`src/rtl/branch_target_unit_pkg.sv`:
```
// Shared pipeline definitions for the branch target unit: default PC width,
// 2-bit predictor counter encodings and the saturating step function.
package branch_target_unit_pkg;

  localparam int DEFAULT_PC_W = 9;

  typedef enum logic [1:0] {
    SNT = 2'd0,
    WNT = 2'd1,
    WT  = 2'd2,
    ST  = 2'd3
  } ctr_e;

  function automatic ctr_e sat_step(input ctr_e cur, input logic taken);
    if (taken) return (cur == ST)  ? ST  : ctr_e'(cur + 2'd1);
    else       return (cur == SNT) ? SNT : ctr_e'(cur - 2'd1);
  endfunction

endpackage

```
`src/rtl/branch_target_unit_if.sv`:
```
// Decode-stage operand/target bundle of the branch target unit.
// Predictor signals exist only when BTU_PREDICT_EN is defined.
interface branch_target_unit_if
  import branch_target_unit_pkg::*;
#(
  parameter int PC_W  = DEFAULT_PC_W,
  parameter int IMM_W = 9
);
  logic             in_valid;
  logic             stall;
  logic             flush;
  logic [PC_W-1:0]  pc_plus4;
  logic [IMM_W-1:0] imm;
  logic             out_valid;
  logic [PC_W-1:0]  pc_branch;
  logic             wrap;
`ifdef BTU_PREDICT_EN
  logic             resolve_valid;
  logic [PC_W-1:0]  resolve_pc;
  logic             resolve_taken;
  logic             predict_taken;
`endif

  modport master (
    output in_valid, stall, flush, pc_plus4, imm,
    input  out_valid, pc_branch, wrap
`ifdef BTU_PREDICT_EN
    , output resolve_valid, resolve_pc, resolve_taken
    , input  predict_taken
`endif
  );

  modport slave (
    input  in_valid, stall, flush, pc_plus4, imm,
    output out_valid, pc_branch, wrap
`ifdef BTU_PREDICT_EN
    , input  resolve_valid, resolve_pc, resolve_taken
    , output predict_taken
`endif
  );

endinterface

```
`src/rtl/branch_target_unit_sat_counter2.sv`:
```
// One 2-bit saturating branch predictor entry; resets to weakly not-taken.
module sat_counter2
  import branch_target_unit_pkg::*;
(
  input  logic clk,
  input  logic reset,
  input  logic upd,
  input  logic taken,
  output ctr_e cnt
);
  ctr_e cnt_q, cnt_d;

  always_comb begin
    cnt_d = cnt_q;
    if (upd) cnt_d = sat_step(cnt_q, taken);
  end

  // NOTE: every predictor entry carries its own reset, so this table is built
  // from flops and cannot be mapped onto a RAM macro.
  always_ff @(posedge clk or posedge reset) begin
    if (reset) cnt_q <= WNT;
    else       cnt_q <= cnt_d;
  end

  assign cnt = cnt_q;

endmodule

```
`src/rtl/branch_target_unit.sv`:
```
// Registered branch target adder (pc_plus4 + sext(imm) << SHIFT) with wrap flag.
// Optional BTU_PREDICT_EN adds a table of 2-bit saturating direction counters.
module branch_target_unit
  import branch_target_unit_pkg::*;
#(
  parameter int PC_W       = DEFAULT_PC_W,
  parameter int IMM_W      = 9,
  parameter int SHIFT      = 0,
  parameter int PRED_DEPTH = 16
) (
  input logic                  clk,
  input logic                  reset,
  branch_target_unit_if.slave  bus
);
  // Three guard bits cover pc (< 2^PC_W) plus an offset of magnitude < 2^(PC_W+1).
  localparam int SUM_W = PC_W + 3;

  if (IMM_W < 1 || IMM_W > PC_W || SHIFT < 0 || SHIFT > 2 ||
      PRED_DEPTH < 2 || (PRED_DEPTH & (PRED_DEPTH - 1)) != 0) begin : g_bad_param
    $error("branch_target_unit: illegal parameter combination");
  end

  logic [SUM_W-1:0] offset;
  logic [SUM_W-1:0] sum;
  logic [PC_W-1:0]  pc_branch_q, pc_branch_d;
  logic             out_valid_q, out_valid_d;
  logic             wrap_q, wrap_d;

  assign offset = {{(SUM_W-IMM_W){bus.imm[IMM_W-1]}}, bus.imm} << SHIFT;
  assign sum    = {3'b000, bus.pc_plus4} + offset;

`ifdef BTU_PREDICT_EN
  localparam int IDX_W = $clog2(PRED_DEPTH);

  logic [IDX_W-1:0]      rd_idx, wr_idx;
  logic [PRED_DEPTH-1:0] ctr_msb;
  logic                  predict_taken_q, predict_taken_d;

  assign rd_idx = bus.pc_plus4[IDX_W+1:2];
  assign wr_idx = bus.resolve_pc[IDX_W+1:2];

  // Counters are read before this edge's update lands, so a same-cycle
  // read of the entry being resolved sees the old value.
  for (genvar i = 0; i < PRED_DEPTH; i++) begin : g_ctr
    ctr_e cnt;
    sat_counter2 u_ctr (
      .clk   (clk),
      .reset (reset),
      .upd   (bus.resolve_valid && (wr_idx == IDX_W'(i))),
      .taken (bus.resolve_taken),
      .cnt   (cnt)
    );
    assign ctr_msb[i] = cnt[1];
  end
`endif

  // NOTE: every signal written here gets its hold value first, so no path
  // leaves it unassigned and no latch is inferred.
  always_comb begin
    out_valid_d = out_valid_q;
    pc_branch_d = pc_branch_q;
    wrap_d      = wrap_q;
`ifdef BTU_PREDICT_EN
    predict_taken_d = predict_taken_q;
`endif
    if (bus.flush) begin
      out_valid_d = 1'b0;
    end else if (!bus.stall) begin
      out_valid_d = bus.in_valid;
      if (bus.in_valid) begin
        pc_branch_d = sum[PC_W-1:0];
        wrap_d      = |sum[SUM_W-1:PC_W];
`ifdef BTU_PREDICT_EN
        predict_taken_d = ctr_msb[rd_idx];
`endif
      end
    end
  end

  // NOTE: state registers use non-blocking assignments so every flop samples
  // the pre-edge values regardless of statement order.
  always_ff @(posedge clk or posedge reset) begin
    if (reset) begin
      out_valid_q <= 1'b0;
      pc_branch_q <= '0;
      wrap_q      <= 1'b0;
    end else begin
      out_valid_q <= out_valid_d;
      pc_branch_q <= pc_branch_d;
      wrap_q      <= wrap_d;
    end
  end

`ifdef BTU_PREDICT_EN
  always_ff @(posedge clk or posedge reset) begin
    if (reset) predict_taken_q <= 1'b0;
    else       predict_taken_q <= predict_taken_d;
  end

  assign bus.predict_taken = predict_taken_q;
`endif

  assign bus.out_valid = out_valid_q;
  assign bus.pc_branch = pc_branch_q;
  assign bus.wrap      = wrap_q;

endmodule

```
`src/flat_wrapper.sv`:
```
// flat-port wrapper written by rule: the top's interface ports become plain ports
module branch_target_unit_flat import branch_target_unit_pkg::*;
#(
  parameter int PC_W       = DEFAULT_PC_W,
  parameter int IMM_W      = 9,
  parameter int SHIFT      = 0,
  parameter int PRED_DEPTH = 16
)
  (clk, reset, bus_in_valid, bus_stall, bus_flush, bus_pc_plus4, bus_imm, bus_out_valid, bus_pc_branch, bus_wrap);
  branch_target_unit_if #(.PC_W(PC_W), .IMM_W(IMM_W)) bus_i ();
  input logic clk;
  input logic reset;
  input wire logic [$bits(bus_i.in_valid)-1:0] bus_in_valid;
  input wire logic [$bits(bus_i.stall)-1:0] bus_stall;
  input wire logic [$bits(bus_i.flush)-1:0] bus_flush;
  input wire logic [$bits(bus_i.pc_plus4)-1:0] bus_pc_plus4;
  input wire logic [$bits(bus_i.imm)-1:0] bus_imm;
  output wire logic [$bits(bus_i.out_valid)-1:0] bus_out_valid;
  output wire logic [$bits(bus_i.pc_branch)-1:0] bus_pc_branch;
  output wire logic [$bits(bus_i.wrap)-1:0] bus_wrap;
  assign bus_i.in_valid = bus_in_valid;
  assign bus_i.stall = bus_stall;
  assign bus_i.flush = bus_flush;
  assign bus_i.pc_plus4 = bus_pc_plus4;
  assign bus_i.imm = bus_imm;
  assign bus_out_valid = bus_i.out_valid;
  assign bus_pc_branch = bus_i.pc_branch;
  assign bus_wrap = bus_i.wrap;
  branch_target_unit #(.PC_W(PC_W), .IMM_W(IMM_W), .SHIFT(SHIFT), .PRED_DEPTH(PRED_DEPTH)) u_core (.clk(clk), .reset(reset), .bus(bus_i));
endmodule
```
`config.mk`:
```
export PLATFORM = sky130hd
export DESIGN_NAME = branch_target_unit_flat
export DESIGN_NICKNAME = d
export VERILOG_FILES = /design/src/rtl/branch_target_unit_pkg.sv /design/src/rtl/branch_target_unit_if.sv /design/src/rtl/branch_target_unit_sat_counter2.sv /design/src/rtl/branch_target_unit.sv /design/src/flat_wrapper.sv
export SDC_FILE = /design/constraint.sdc
export NUM_CORES = 1
export LEC_CHECK = 0
export ABC_AREA = 1
export BUFFER_PORTS_ARGS = -buffer_cell sky130_fd_sc_hd__buf_2
export CORE_MARGIN = 8
export CORE_UTILIZATION = 45
export CTS_BUF_LIST = sky130_fd_sc_hd__clkbuf_2
export CTS_CLUSTER_DIAMETER = 150
export DETAILED_ROUTE_END_ITERATION = 10
export GPL_ROUTABILITY_DRIVEN = 0
export PLACE_DENSITY = 0.83
export SLEW_MARGIN = 20
export SYNTH_ARGS = -nofsm -noshare
export SYNTH_HDL_FRONTEND = slang
export SYNTH_SLANG_ARGS = --single-unit
```
`constraint.sdc`:
```
create_clock -name clk -period 0.8 [get_ports clk]
set_clock_uncertainty 0.1 [all_clocks]
set_input_delay 0.16 -clock clk [delete_from_list [all_inputs] [get_ports clk]]
set_output_delay 0.16 -clock clk [all_outputs]
set_load 0.01 [all_outputs]
```
==> results of run 1 <==
[final timing paths]
check,start,to,slack (ps),depth (start not counted)
min in group clk,bus_stall,u_core.bus.out_valid,50,3
max in group asynchronous,reset,u_core.bus.pc_branch[4],560,2
min,reset,u_core.bus.pc_branch[2],-250,2
min reg2reg,u_core.bus.pc_branch[7],u_core.bus.pc_branch[7],400,2
max reg2reg,u_core.bus.pc_branch[6],u_core.bus.pc_branch[6],-80,3
max,bus_pc_plus4[0],u_core.bus.pc_branch[6],-560,9
[logic make-up after synthesis]
group,share of synthesized area [%]
AO/OA/AOI/OAI,9.379
AND/OR/NAND/NOR,32.42
XOR/XNOR,3.863
buffers and inverters,7.999
adder cells (fa/ha/maj),16.00
flip-flops,30.34
[final cells by class]
cell class	instances	area, um2
Clock buffer	4	20.02
Fill cell	102	251.5
Inverter	18	72.57
Multi-Input combinational cell	102	843.3
Sequential cell	11	275.3
Tap cell	27	33.78
Timing Repair Buffer	60	425.4
[per-stage QoR]
stage	std cells	TNS [ps]	hold WS, ps
3_3_place_gp	208	-5407	53.37
2_1_floorplan	132	-3555	-87.56
5_1_grt	222	-7040	-196.0
6_report	222	-6274	-250.2
4_1_cts	219	-5512	-231.5
3_5_place_dp	208	-5873	54.82
[critical path, cell delays in order]
cell	delay [ps]
buf_6	80
ha_4	140
inv_4	40
fa_2	420
nor2_4	110
nor2_2	70
o21ai_2	140
xnor2_1	140
o21ai_1	110
[power by group through the flow]
stage	logic (uW)	registers (uW)	clock network (uW)
6_report	1300	725	315
5_1_grt	1390	741	327
4_1_cts	1080	717	309
3_5_place_dp	894	731	0
3_3_place_gp	859	724	0
2_1_floorplan	450	786	0
[registers in the layout, summed over array words and instances (netlist names)]
signal,flops
u_core.bus.out_valid,1
u_core.bus.pc_branch,9
u_core.bus.wrap,1
[synth_stat cells]
| cell type | count |
|---|---|
| nand2_2 | 1 |
| xnor2_1 | 2 |
| nor2_1 | 13 |
| nor2_2 | 1 |
| buf_2 | 1 |
| o21ai_1 | 1 |
| ha_1 | 10 |
| nand3_1 | 11 |
| o21ai_0 | 8 |
| dfrtp_1 | 11 |
| nor3_1 | 2 |
| a21oi_1 | 5 |
| nand2_1 | 41 |
| xor2_1 | 2 |
| a31oi_1 | 1 |
| inv_1 | 18 |
| nand4_1 | 1 |
| fa_1 | 1 |
| o21ai_2 | 1 |
| nand3b_1 | 1 |
[per-layer routing]
metal | vias up | track usage [%] | share of wire, %
li1 | 547 | - | -
met1 | 576 | 18.41 | 35
met2 | 102 | 34.99 | 51
met3 | 28 | 2.119 | 8.8
met4 | 0 | 10.96 | 5.4
met5 | - | 0 | 0
[repair_timing]
action / in CTS / in global routing
endpoints found under the hold margin: 11 / 11
gates resized for setup: 28 / 26
endpoints found under the setup margin: 20 / 20
pin swaps: 20 / 30
buffers inserted: 8 / 4
==> metrics.cfg, run 1 <==
[yosys]
ys_top_cells_by_area = dfrtp_1 30%, nand2_1 17%, ha_1 14%
synth_seq_area_share_pct = 30.34
synth.net_count = 166
syn_area_um2 = 907.1
ys_ff_latch = 11
avgSynthCellArea_um2 = 6.872
synth.largest_area_cell = dfrtp_1
synth_warnings = 0
synth_top_area_share_pct = 30.34
syn_inst = 132
synth_cell_types = 20

[drt]
dr.pass1.iters = 4
vias_per_cell = 5.644
wirelength_um = 3854
first_iter_violations = 88
wire_per_inst_um = 17.36
vias = 1253
postRouteAntennaNets = 0
drc = 0

[power_and_ir_drop]
power.density_nw_per_um2 = 1403
clkPwrFrac_pct = 13.5
p_sw_share_pct = 38.66
ir_worst_vdd_mv = 0.8598
p_sw_uw = 906.3
pwr-share-comb_pct = 55.6
power_frac_seq_pct = 30.9
p_leak_uw = 0.0008487
power.total_uw = 2344
p_int_uw = 1438

[global_route]
grtUsageTotal_pct = 18.36
grt_first_pass_wirelength_um = 5161
grt_start_max_net_pins = 16
grt_pass1_vias = 1226
antenna_found_initial = 0
overflow = 0

[critical_path]
worst_setup_path_end_kind = flip-flop
crit_fanout = 3
critPathKind = input port to flip-flop
worst_setup_path_start_kind = input port
required_ps = 840
cp.arrival_ps = 1410

[sta]
max_freq_mhz = 733.6
tightest_slew_ps = 393.2
finalSetupViolCount = 21
slew_headroom_pct = 73.76
fin_hold_ws_ps = -250.2
rsz0062_at_grt = true
hold_viol = 11
setup_ws_ps = -563.1
min_period_over_period_pct = 170.4
min_period_ps = 1363
maxSlewViolCount = 0

[final_layout]
syn_to_final_growth_pct = 84.14
final_cell_area_um2 = 1670
diodes = 0
final_util_pct = 86.91
drive_above_1_share_pct = 57.44
final_cell_mix = 32 x nand2_1, 25 x buf_2, 25 x buf_4
nets = 230
layout_commonest_cell = nand2_1

[placement]
placed_area_um2 = 1341
pre_cts_ws_ps = -740.9
hpwl_um = 2184
io_buffers = 33

[floorplanning]
coreArea_um2 = 1922
start_util_pct = 47.20
die_area_um2 = 3708
fp.dieW_um = 60.90
die-height_um = 60.90
io_pins = 34
rows = 16

[clock_tree]
clock_tree.buffer_depth = 2
cts_buffers = 3
htree_levels = 1
cts_sinks = 11
clk_pin_slew_ps = 110
cts_root_buffer = clkbuf_2
cts_tree = done
insertion_delay_ps = 260

[run]
maxCapViolations = 0

[worst_hold_path]
hold_class = input port to async pin

[outcome]
status = complete, but fails checks
violations = hold timing, setup timing

Note: power is estimated with default switching activity, not from simulation.
==> inputs of run 2 (changes only) <==
Settings changed: CORE_MARGIN 8 to 5, PLACE_DENSITY 0.83 to 0.77.
==> metrics.cfg, run 2 (same netlist as run 1, synthesis figures left out) <==
[sta]
slew_headroom_pct = 73.03  ; -0.73 points
setup_ws_ps = -464.6  ; +98.57 ps
min_period_over_period_pct = 158.1  ; -12 points
min_period_ps = 1265  ; -98.56 ps
finalSetupViolCount = 21  ; unchanged
maxSlewViolCount = 0  ; unchanged
hold_viol = 11  ; unchanged
fin_hold_ws_ps = -241.5  ; +8.720 ps
rsz0062_at_grt = true
tightest_slew_ps = 404.1  ; +10.88 ps
max_freq_mhz = 790.8  ; +7.8%

[outcome]
violations = hold timing, setup timing
status = complete, but fails checks

[global_route]
grtUsageTotal_pct = 21.16  ; +2.8 points
grt_start_max_net_pins = 16  ; unchanged
overflow = 0  ; unchanged
antenna_found_initial = 0  ; unchanged
grt_first_pass_wirelength_um = 4498  ; -13%
grt_pass1_vias = 1142  ; -6.9%

[critical_path]
cp_slowest_cell = fa_2
crit_start = bus_imm[0]
crit_fanout = 3  ; unchanged
path_cells = buf_8, ha_4, inv_4, fa_2, nand3b_1, nand3_2, nor2_1, nand2_1, nand3_2, nand2_1
critPathTopFamily = simple AND/OR/NAND/NOR gates
slowest_delay_ps = 380  ; -40 ps
critPathKind = input port to flip-flop
worst_setup_path_start_kind = input port
cp.arrival_ps = 1370  ; -40 ps
r2r_slack_ps = -180  ; -100 ps
r2r-start = u_core.bus.pc_branch[6]
crit_buf_inv = 2  ; unchanged
worst_setup_path_end_kind = flip-flop
required_ps = 910  ; +70 ps

[clock_tree]
cts_tree = done
clock_tree.buffer_depth = 2  ; unchanged
cts_root_buffer = clkbuf_2
clk_pin_slew_ps = 100  ; about the same
cts_buffers = 3  ; unchanged
insertion_delay_ps = 260  ; about the same
cts_sinks = 11  ; unchanged
htree_levels = 1  ; unchanged

[power_and_ir_drop]
p_int_uw = 1451  ; +0.94%
p_sw_uw = 851.3  ; -6.1%
p_sw_share_pct = 36.97  ; -1.7 points
power.density_nw_per_um2 = 1377  ; -1.8%
pwr-share-comb_pct = 55.0  ; -0.6 points
clkPwrFrac_pct = 13.8  ; +0.3 points
ir_worst_vdd_mv = 0.9022  ; +4.9%
power_frac_seq_pct = 31.3  ; +0.4 points
p_leak_uw = 0.0008644  ; +1.9%

[drt]
first_iter_violations = 12  ; -86%
drc = 0  ; unchanged
vias = 1129  ; -9.9%
vias_per_cell = 5.018  ; -11%
postRouteAntennaNets = 0  ; unchanged
wire_per_inst_um = 13.91  ; -20%
dr.pass1.iters = 4  ; unchanged
wirelength_um = 3130  ; -19%

[final_layout]
diodes = 0  ; unchanged
multiInputGateArea_um2 = 818.3  ; -3.0%
drive_above_1_share_pct = 56.06  ; -1.4 points
register_area_um2 = 275.3  ; unchanged
final_cell_mix = 35 x nand2_1, 28 x buf_4, 25 x buf_2
layout_commonest_cell = nand2_1
fillerInstances = 103  ; +0.98%
nets = 233  ; +1.3%
final_util_pct = 86.08  ; -0.83 points
largest_reg_flops = 9  ; unchanged
syn_to_final_growth_pct = 84.28  ; about the same
final_cell_area_um2 = 1672  ; about the same
fin_cells = 225  ; +1.4%

[floorplanning]
coreArea_um2 = 1942  ; +1.0%
fp.dieW_um = 54.90  ; -9.9%
rows = 16  ; unchanged
die-height_um = 54.90  ; -9.9%
io_pins = 34  ; unchanged
start_util_pct = 46.71  ; -0.49 points
die_area_um2 = 3013  ; -19%

[placement]
dp_cells = 208  ; unchanged
hpwl_um = 1932  ; -12%
placed_area_um2 = 1341  ; unchanged
io_buffers = 33  ; unchanged

[run]
maxCapViolations = 0  ; unchanged

[worst_hold_path]
hold_class = input port to async pin

[run 2: cell types whose count changed in the layout (fill, tap and decap cells not counted), sizes merged]
| cell | delta |
|---|---|
| buf | +3 |
[run 2: routing by layer]
| layer | vias to the layer above | part of all wire [%] | global-route usage [%] |
|---|---|---|---|
| met5 | - | 0 | 0 |
| met2 | 43 | 52 | 38.19 |
| met4 | 0 | 3.8 | 19.43 |
| met3 | 15 | 6.9 | 4.290 |
| li1 | 556 | - | - |
| met1 | 515 | 38 | 19.63 |
[run 2: timing repair]
action | 4_1_cts | 5_1_grt
gates resized for setup | 27 | 22
cloned | 0 | 0
pin swaps | 20 | 20
setup endpoints to repair | 20 | 20
buffers inserted | 5 | 9
hold endpoints to repair | 11 | 11
[run 2: final timing paths]
path / endpoint / cells past startpoint
worst max-delay path: u_core.bus.wrap / 10
worst min-delay path: u_core.bus.pc_branch[1] / 2
worst max register to register: u_core.bus.pc_branch[6] / 4
worst min register to register: u_core.bus.wrap / 2
max in group asynchronous: u_core.bus.pc_branch[4] / 2
min in group clk: u_core.bus.out_valid / 3
[run 2: stage by stage]
step	hold slack (ps)	power, uW	setup slack [ps]	TNS, ps
after floorplan	-87.56	1236	-566.7	-3555
after global placement	57.16	1581	-694.1	-5457
after detailed placement	57.68	1606	-728.2	-5738
after CTS	-224.2	2049	-455.6	-5252
after global routing	-229.1	2446	-501.3	-6222
final	-241.5	2303	-464.6	-5652
[run 2: final cells by class]
class	instances	area share, %
clock buffers	4	1.198
inverters	18	4.341
multi-input cells	102	48.95
flip-flops and latches	11	16.47
well taps	27	2.021
repair buffers	63	27.02
[run 2: power by group through the flow]
| stage | clock (uW) | sequential (uW) | combinational, uW |
|---|---|---|---|
| final | 317 | 720 | 1270 |
| after global routing | 346 | 728 | 1370 |
| after CTS | 306 | 717 | 1030 |
| after detailed placement | 0 | 731 | 875 |
| after global placement | 0 | 724 | 857 |
| after floorplan | 0 | 786 | 450 |
==> inputs of run 3 (changes only) <==
Settings changed: CORE_MARGIN 5 to 1.
==> metrics.cfg, run 3 (same netlist as run 1, synthesis figures left out) <==
[critical_path]
cp_slowest_cell = fa_2
critPathKind = input port to flip-flop
slowest_delay_ps = 420  ; +40 ps
worst_setup_path_end_kind = flip-flop
critPathTopFamily = adder cells
crit_buf_inv = 4  ; +2
path_cells = buf_8, ha_4, inv_4, fa_2, buf_4, buf_6, xor2_1, o21ai_1
crit_fanout = 3  ; unchanged
reg2reg_depth = 3  ; -1
cp.arrival_ps = 1340  ; -30 ps
worst_setup_path_start_kind = input port
required_ps = 860  ; -50 ps
cp_num_cells = 8  ; -2

[drt]
vias = 1193  ; +5.7%
first_iter_violations = 24  ; +12
drc = 0  ; unchanged
dr.pass1.iters = 4  ; unchanged
wire_per_inst_um = 16.21  ; +17%
vias_per_cell = 5.398  ; +7.6%
postRouteAntennaNets = 0  ; unchanged
wirelength_um = 3583  ; +14%

[power_and_ir_drop]
ir_worst_vdd_mv = 1.080  ; +20%
power.density_nw_per_um2 = 1431  ; +3.9%
p_leak_uw = 0.0008585  ; -0.69%

[clock_tree]
cts_sinks = 11  ; unchanged
clk_pin_slew_ps = 120  ; +20 ps
cts_buffers = 3  ; unchanged
clock_tree.buffer_depth = 2  ; unchanged
insertion_delay_ps = 270  ; about the same
cts_root_buffer = clkbuf_2
cts_tree = done
htree_levels = 1  ; unchanged

[sta]
finalSetupViolCount = 20  ; -4.8%
fin_hold_ws_ps = -250.4  ; -8.893 ps
hold_viol = 11  ; unchanged
max_freq_mhz = 780.4  ; -1.3%
min_period_over_period_pct = 160.2  ; +2.1 points
min_period_ps = 1281  ; +16.89 ps
maxSlewViolCount = 0  ; unchanged
rsz0062_at_grt = true
tightest_slew_ps = 421.9  ; +17.83 ps
setup_ws_ps = -481.5  ; -16.89 ps
slew_headroom_pct = 71.84  ; -1.2 points

[floorplanning]
die_area_um2 = 2199  ; -27%
die-height_um = 46.90  ; -15%
rows = 15  ; -1
start_util_pct = 50.35  ; +3.6 points
coreArea_um2 = 1802  ; -7.2%
fp.dieW_um = 46.90  ; -15%
io_pins = 34  ; unchanged

[global_route]
grtUsageTotal_pct = 31.83  ; +11 points
grt_first_pass_wirelength_um = 4857  ; +8.0%
grt_start_max_net_pins = 16  ; unchanged
antenna_found_initial = 0  ; unchanged
grt_pass1_vias = 1127  ; -1.3%
overflow = 0  ; unchanged

[run]
maxCapViolations = 0  ; unchanged

[final_layout]
syn_to_final_growth_pct = 83.45
largest_reg_flops = 9  ; unchanged
final_cell_mix = 34 x nand2_1, 27 x buf_4, 24 x buf_2
drive_above_1_share_pct = 54.59  ; -1.5 points
final_cell_area_um2 = 1664  ; -0.45%
layout_commonest_cell = nand2_1
nets = 231  ; -0.86%
diodes = 0  ; unchanged

[placement]
hpwl_um = 1996  ; +3.3%
io_buffers = 33  ; unchanged
placed_area_um2 = 1339  ; -0.19%

[worst_hold_path]
hold_class = input port to async pin

[outcome]
status = complete, but fails checks
violations = hold timing, setup timing

-- run 3: metal layers --
metal	share of wire (%)	GRT usage, %
met1	38	33.18
met2	54	62.22
met3	5.1	3.846
met4	3.3	14.86
met5	0	0
-- run 3: what timing repair did --
item / 4_1_cts / 5_1_grt
endpoints found under the hold margin: 11 / 11
resized for setup: 33 / 16
setup endpoints to repair: 20 / 20
pin swaps: 25 / 21
setup buffers: 7 / 4
-- run 3: final cells by class --
| type | instances | area (um2) |
|---|---|---|
| clock buffers | 4 | 20.02 |
| inverters | 18 | 72.57 |
| fillers | 69 | 137.6 |
| well taps | 25 | 31.28 |
| flip-flops and latches | 11 | 275.3 |
| multi-input cells | 102 | 825.8 |
| repair buffers | 61 | 439.2 |
-- run 3: final timing paths --
check                                   startpoint                      end  slack [ps]
max in group asynchronous                    reset  u_core.bus.pc_branch[1]         550
min                                          reset  u_core.bus.pc_branch[6]        -250
min in group clk                         bus_stall     u_core.bus.out_valid          50
max reg2reg                u_core.bus.pc_branch[8]  u_core.bus.pc_branch[8]        -150
max                                bus_pc_plus4[0]  u_core.bus.pc_branch[2]        -480
min reg2reg                u_core.bus.pc_branch[1]  u_core.bus.pc_branch[1]         400
-- run 3: report_power, final --
group | switching, uW | total [uW] | internal [uW] | leakage [uW]
Clock | 211 | 343 | 133 | 0.0000166
Combinational | 656 | 1300 | 645 | 0.000707
Sequential | 71.4 | 737 | 665 | 0.000135
Total | 938 | 2380 | 1440 | 0.000858
-- run 3: stage by stage --
step	total power [uW]	cells	setup TNS, ps	utilization, %	worst slack (ps)
global route	2493	221	-6870	92.36	-541.8
detailed placement	1623	206	-5939	74.31	-747.7
CTS	2123	217	-5270	86.39	-445.1
global placement	1581	206	-5478	74.31	-700.9
floorplan	1236	132	-3555	-	-566.7
finish	2381	221	-6246	92.36	-481.5
-- run 3: worst reg2reg max path, stage by stage (launching register included) --
cell     delay, ps
dfrtp_1        420
buf_4          140
nor2_1         120
a31oi_1         60
